**config.mk**
```make
export PLATFORM = sky130hd
export DESIGN_NAME = fpu_mul_arbiter
export DESIGN_NICKNAME = d
export VERILOG_FILES = /design/src/rtl/fpu_mul_arbiter.sv
export SDC_FILE = /design/constraint.sdc
export NUM_CORES = 1
export LEC_CHECK = 0
export CORE_ASPECT_RATIO = 1.1
export CORE_MARGIN = 4
export CORE_UTILIZATION = 33
export DETAILED_ROUTE_END_ITERATION = 10
export PLACE_DENSITY = 0.78
export SETUP_SLACK_MARGIN = 0.02
export SYNTH_ARGS = -nofsm -noshare
export SYNTH_HDL_FRONTEND = slang
export SYNTH_SLANG_ARGS = --single-unit
```
**constraint.sdc**
```tcl
create_clock -name clock -period 9.7 [get_ports clock]
set_clock_uncertainty 0.05 [all_clocks]
set_input_delay 1.94 -clock clock [delete_from_list [all_inputs] [get_ports clock]]
set_output_delay 1.94 -clock clock [all_outputs]
set_load 0.02 [all_outputs]
```
**src/rtl/fpu_mul_arbiter.sv**
```systemverilog
// Round-robin arbiter sharing one FP16 multiplier among NREQ requesters.
// Each operation runs IDLE -> ISSUE -> BUSY -> RESP -> CLEAR, with a watchdog in BUSY.
module fpu_mul_arbiter #(
    parameter int NREQ    = 4,
    parameter int TIMEOUT = 64,
    parameter int FLAGW   = 5
) (
    input  logic                    clock,
    input  logic                    reset,
    input  logic [NREQ-1:0]         reqValid,
    input  logic [NREQ*16-1:0]      reqIn1,
    input  logic [NREQ*16-1:0]      reqIn2,
    output logic [NREQ-1:0]         reqReady,
    output logic [NREQ-1:0]         respValid,
    input  logic [NREQ-1:0]         respReady,
    output logic [15:0]             respOut,
    output logic [3:0]              respCond,
    output logic [FLAGW-1:0]        respFlags,
    output logic                    respTimeout,
    output logic [15:0]             unitIn1,
    output logic [15:0]             unitIn2,
    output logic                    unitStart,
    output logic                    unitClear,
    input  logic                    unitDone,
    input  logic [15:0]             unitOut,
    input  logic [3:0]              unitCond,
    input  logic [FLAGW-1:0]        unitFlags,
    output logic                    busy,
    output logic [$clog2(NREQ)-1:0] owner
);

    localparam int IDXW = $clog2(NREQ);
    localparam int CNTW = $clog2(TIMEOUT + 1);
    localparam logic [CNTW-1:0] LASTCOUNT = CNTW'(TIMEOUT - 1);

    typedef enum logic [2:0] {IDLE, ISSUE, BUSY, RESP, CLEAR} ArbState;

    ArbState state, nextState;
    logic [IDXW-1:0] ptr;
    logic [IDXW-1:0] grantIdx;
    logic [IDXW-1:0] cand;
    logic            grantFound;
    int              candSum;
    logic [CNTW-1:0] count;
    logic [15:0]     opA, opB;

    // Search upward from the requester after the last winner, wrapping once.
    always_comb begin
        grantIdx   = '0;
        grantFound = 1'b0;
        cand       = '0;
        candSum    = 0;
        for (int k = 1; k <= NREQ; k++) begin
            candSum = int'(ptr) + k;
            if (candSum >= NREQ) candSum = candSum - NREQ;
            cand = IDXW'(candSum);
            if (!grantFound && reqValid[cand]) begin
                grantFound = 1'b1;
                grantIdx   = cand;
            end
        end
    end

    always_ff @(posedge clock or posedge reset) begin
        if (reset) state <= IDLE;
        else       state <= nextState;
    end

    // Grants are only visible while idle and out of reset.
    always_comb begin
        nextState = state;
        reqReady  = '0;
        respValid = '0;
        unitStart = 1'b0;
        unitClear = 1'b0;
        case (state)
            IDLE: begin
                if (grantFound && !reset) begin
                    reqReady[grantIdx] = 1'b1;
                    nextState          = ISSUE;
                end
            end
            ISSUE: begin
                unitStart = 1'b1;
                nextState = BUSY;
            end
            BUSY: begin
                if (unitDone || count == LASTCOUNT) nextState = RESP;
            end
            RESP: begin
                respValid[owner] = 1'b1;
                if (respReady[owner]) nextState = CLEAR;
            end
            CLEAR: begin
                unitClear = 1'b1;
                nextState = IDLE;
            end
            default: nextState = IDLE;
        endcase
    end

    // Operand capture, watchdog counting and response capture; a real result beats the watchdog.
    always_ff @(posedge clock or posedge reset) begin
        if (reset) begin
            ptr         <= IDXW'(NREQ - 1);
            owner       <= '0;
            count       <= '0;
            opA         <= '0;
            opB         <= '0;
            respOut     <= '0;
            respCond    <= '0;
            respFlags   <= '0;
            respTimeout <= 1'b0;
        end else begin
            case (state)
                IDLE: begin
                    if (grantFound) begin
                        opA   <= reqIn1[{grantIdx, 4'b0000} +: 16];
                        opB   <= reqIn2[{grantIdx, 4'b0000} +: 16];
                        owner <= grantIdx;
                        ptr   <= grantIdx;
                    end
                end
                ISSUE: count <= '0;
                BUSY: begin
                    count <= count + CNTW'(1);
                    if (unitDone) begin
                        respOut     <= unitOut;
                        respCond    <= unitCond;
                        respFlags   <= unitFlags;
                        respTimeout <= 1'b0;
                    end else if (count == LASTCOUNT) begin
                        respOut     <= 16'h7E00;
                        respCond    <= '0;
                        respFlags   <= '0;
                        respTimeout <= 1'b1;
                    end
                end
                default: ;
            endcase
        end
    end

    assign unitIn1 = (state == ISSUE || state == BUSY) ? opA : 16'h0000;
    assign unitIn2 = (state == ISSUE || state == BUSY) ? opB : 16'h0000;
    assign busy    = (state != IDLE);

endmodule

```
Word level (Yosys, flattened, before mapping) --
Cells that the tools add are included.
Word-level totals: register bits after elaboration 72, input port bits 164, output and inout bits 71, word-level logic and storage cells 106
Operators by class: equal/unequal tests 8, shift operators 2, multiplexer cells 46, add/subtract/negate cells 9, $lt $le $gt $ge 12, reduce and logical (&&, ||, !) cells 19
Operator list (count):
- $shiftx 64x7->16 | 2
- $mux 16 | 4
- $mux 4 | 5
- $lt 2x3->1 const B | 6
- $mux 2 | 8
- $mux 1 | 15
- $pmux 7 s2 | 1
- $pmux 3 s4 | 1
- $bmux 1 s2 | 5
- $mux 5 | 2
- $ge 3x3->1 const B | 3
- $mux 3 | 3
- $sub 2x1->2 const B | 4
- $add 7x1->7 const B | 1
- $eq 7x6->1 const B | 1
- $add 2x2->3 const B | 2
- $eq 3x2->1 const B | 2
- $logic_and 1x1->1 | 6
- $ne 2x2->1 const B | 3
- $add 2x3->4 const B | 1
- $demux 1 s2 | 2
- $ge 2x1->1 const B | 2
- $ge 4x3->1 const B | 1
- $logic_not 1->1 | 4
- other kinds (9) | 12

Depth between registers and ports, before layout --
depth after elaboration 21, depth in mapped cells 8, depth with buffers taken out 5

Worst setup path before layout --
Ideal clock, no wire load.
path type in2out, from in reset, to out reqReady[0], buffers on the path 0, required time 7.710 ns, path slack 3.763 ns, stages 2, arrival 3.947 ns, path through inv_1 and3_1
On the way: word-level cells in the longest chain between the ends 4
RTL lines:
- start, declared | RTL line 9 | input logic reset,
- $logic_not 1->1 (no line)
- $logic_and 1x1->1 | RTL line 78 | if (grantFound && !reset) begin
- $mux 4 | RTL line 78
- $mux 4 | RTL line 76 | case (state)
- end, declared | RTL line 13 | output logic [NREQ-1:0] reqReady,
No other way between the ends.

Worst setup path in the final report --
from in reqValid[3], to out reqReady[0]
On the way: word-level cells in the longest chain between the ends 18
RTL lines:
- start, declared | RTL line 10 | input logic [NREQ-1:0] reqValid,
- $bmux 1 s2 | RTL line 57 | if (!grantFound && reqValid[cand]) begin
- $mux 1 (implied by the code) | RTL line 57
- $mux 1 | RTL line 57
- $logic_not 1->1 | RTL line 57
- $logic_and 1x1->1 | RTL line 57
- $mux 1 | RTL line 57
- $logic_not 1->1 | RTL line 57
- $logic_and 1x1->1 | RTL line 57
- (+2 left out)
- $logic_and 1x1->1 | RTL line 57
- $mux 2 | RTL line 57
- $lt 2x3->1 (implied by the code) / $ge 2x1->1 (equally long branches) | RTL line 79 | reqReady[grantIdx] = 1'b1;
- $logic_and 1x1->1 (implied by the code) | RTL line 79
- $mux 1 (implied by the code) | RTL line 79
- $demux 1 s2 | RTL line 79
- $mux 4 (*) | RTL line 78
- $mux 4 (*) | RTL line 76
Every way passes the cells marked *; elsewhere a longest branch is shown, timed or not. The select of a mux whose other input is x is not followed.

==> results.yml <==
power:
  p_per_area_nw_per_um2: 319
  total_power_mw: 2.27
  swShare_pct: 43.0
  peakVddDrop_mv: 0.128
  comb_power_share_pct: 60.7
  p_sw_uw: 974
  pwr-share-seq_pct: 24.4
  power.internal_mw: 1.29
  p_leak_nw: 2.83
  clkPwrFrac_pct: 14.9
timing:
  layout_setup_ws_ns: 3.09
  finalSetupViolations: 0
  hold_viol_final: 0
  period_minus_slack_ns: 6.61
  rsz0062_at_grt: "no"
  slew-limit-headroom_pct: 33.3
  finalHoldWorstSlack_ns: 0.444
  tns_ns: 0
  fmax_mhz: 151
  drv_slew: 0
  worstMarginPinSlew_ns: 1.00
  fin_crit_sh_pct: 68.2
clock_network:
  clock-sinks: 72
  cts_buffers: 9
  cts_resized: 0
  htree_levels: 3
  cts_hold_buf: 0
  cts-root-buf: "clkbuf_16"
  path_clk_slew_ns: 0.06
  clk_latency_ns: 0.32
  cts_tree: "yes"
  clk_path_buf_depth: 2
  post_cts_buffers: 0
layout:
  nFillCells: 1135
  area_growth_pct: 62.2
  layout.cells.non_filler: 831
  fin_nets: 834
  stdcell_area_um2: 7100
  layout-drive-gt1-share_pct: 14.1
  diodes: 0
  utilization_pct: 55.4
logic_synthesis:
  yosys_warnings: 0
  synth_area_leaders: "dfrtp_1, a221oi_2, mux2_2"
  syn-num-nets: 620
  yosysTopAreaCellShare_pct: 40.0
  synth_top_area_cell: "dfrtp_1"
  synth_top_family_by_area: "compound AO/OA/AOI/OAI gates"
  synth-seq-cells: 72
  synth_simple_gate_area_share_pct: 20.3
  async_reset_ff_share_pct: 100
  ys_seq_area_share_pct: 41.2
  syn_inst: 455
  yosys.area_share.xor_xnor_pct: 0.400
  syn-cell-area_um2: 4380
  synthMuxAreaShare_pct: 8.24
  ys.flop_type: "dfrtp_1"
  synth.distinct_cells: 47
  syn-mean-instance-area_um2: 9.62
  yosys.area_share.adder_pct: 0.286
  synth-compound-area-share_pct: 24.0
  synth_edf_count: 0
worst_setup_path:
  crit_chain: "clkdlybuf4s50_1 -> nor2_1 -> a22oi_1 -> o2bb2ai_4 -> buf_4 -> and3_1 -> clkdlybuf4s50_1"
  worstPathMaxFanout: 31
  startpoint_type: "input pin"
  arrival_ns: 4.62
  crit_type: "in -> out"
  cpLargestDelayFamily: "buffers and inverters"
  crit_slowest_cell: "clkdlybuf4s50_1"
  critical_path_required_ns: 7.71
  worstSetupEndpointType: "output port"
  path_buf_inv: 3
  crit_path_max_incr_delay_ns: 0.61
  crit_top_cell: "clkdlybuf4s50_1"
status:
  status: "completed"
run:
  maxCapViolations: 0
die:
  die_x_um: 118
  std_cell_rows: 43
  die_y_um: 129
  die-area_um2: 15200
  coreArea_um2: 12800
  pin_count: 235
  start_util_pct: 34.2
routing:
  remaining_drc_errors: 0
  drt-total-wl_mm: 15.5
  post_drt_via_cell_ratio: 5.24
  vias: 4351
  wl_per_cell_um: 18.6
  dr.first_iter.drc_count: 224
  ant_nets: 0
  drt-pass1-iter-count: 5
global_routing:
  antenna_found_initial: 0
  grt_pass1_vias: 4684
  grt_max_degree: 56
  grt_use_total_pct: 19.7
  grt_overflow: 0
  grt_pass1_wl_mm: 24.0
placement:
  dp_hpwl_mm: 11.6
  numPortBuffers: 234
  place_ws_ns: 3.14
  post_dp_cell_area_um2: 6790
  dpl.cell_count: 815
  place_congestion: 0.888
worst_hold_path:
  hold_path_class: "reg -> reg"
[placed cells by master, fill, tap and decap left out, drive strengths merged, types with 2 or more instances in the layout]
master | Yosys | final
a211oi | 3 | 3
a21oi | 36 | 36
a221oi | 33 | 33
a22o | 20 | 20
a31oi | 3 | 3
and2 | 3 | 3
and3 | 6 | 6
buf | 27 | 6
clkbuf | 10 | 10
clkdlybuf4s50 | 0 | 234
clkinv | 0 | 3
clkinvlp | 0 | 2
dfrtp | 70 | 70
dfstp | 2 | 2
inv | 5 | 5
mux2 | 30 | 30
nand2 | 75 | 75
nand2b | 4 | 4
nand3 | 3 | 3
nand3b | 3 | 3
nor2 | 45 | 45
nor2b | 33 | 33
nor3 | 4 | 4
nor3b | 4 | 4
o21ai | 10 | 10
o21bai | 2 | 2
o22a | 6 | 6
or2 | 2 | 2
or3b | 2 | 2
xor2 | 2 | 2
[kinds of logic (layout without fill, tap and decap cells)]
kind of cell	after synthesis	after routing
xor gates and xnor gates	2	2
adders and majority gates	1	1
AOI/OAI and AO/OA	120	120
and+or+nand+nor	187	187
buffers and inverters	42	261
DFF	72	72
muxes	31	31
[cell type report]
type,count,area (um2),area share (%)
clock buffers,10,239,3.37
clock inverters,6,67.6,0.952
inverters,5,20.0,0.282
multi-input cells,341,2380,33.6
flip-flops and latches,72,1800,25.4
well taps,157,196,2.77
repair buffers,240,2390,33.6
[power groups by stage]
stage	Clock (mW)	Sequential (mW)	Combinational, mW
detailed placement	0	0.555	1.38
finish	0.338	0.552	1.38
global route	0.359	0.574	1.48
global placement	0	0.544	1.36
floorplan	0	0.580	0.803
CTS	0.345	0.552	1.39
[state kept, by name (all words and copies together) (netlist names)]
register / flops
respTimeout: 1
opA: 16
ptr: 2
owner: 2
respCond: 4
state: 3
opB: 16
count: 7
respFlags: 5
respOut: 16
[worst reg2reg max path, delay by kind of cell (launching register included)]
kind | cells | cell delay (ns)
AOI/OAI and AO/OA | 3 | 0.92
DFF | 1 | 0.61
buffers and inverters | 1 | 0.46
muxes | 1 | 0.41
and+or+nand+nor | 1 | 0.19
[final timing paths]
kind	start	endpoint	slack, ns	cells after the start
max reg2reg	ptr[0]	opB[14]	6.98	6
min in group asynchronous	reset	opB[7]	1.92	2
min reg2reg	respOut[9]	respOut[9]	0.44	1
max in group asynchronous	reset	respOut[2]	6.66	3
max	reqValid[3]	reqReady[0]	3.09	7
min	respOut[9]	respOut[9]	0.44	1
[per-layer routing]
| metal | share of wire (%) | wire (um) | global-route usage, % |
|---|---|---|---|
| met3 | 7.6 | 1170 | 6.07 |
| met1 | 40 | 6120 | 22.0 |
| met4 | 1.9 | 293 | 6.21 |
| met5 | 0 | 0 | 0 |
| met2 | 51 | 7880 | 36.2 |
[cell usage after synthesis, drive strengths merged, types with 2 or more instances]
library cell and count:
a211oi 3, a21oi 36, a221oi 33, a22o 20
a31oi 3, and2 3, and3 6, buf 27
clkbuf 10, dfrtp 70, dfstp 2, inv 5
mux2 30, nand2 75, nand2b 4, nand3 3
nand3b 3, nor2 45, nor2b 33, nor3 4
nor3b 4, o21ai 10, o21bai 2, o22a 6
or2 2, or3b 2, xor2 2
Power figures use the tool's default switching activity.
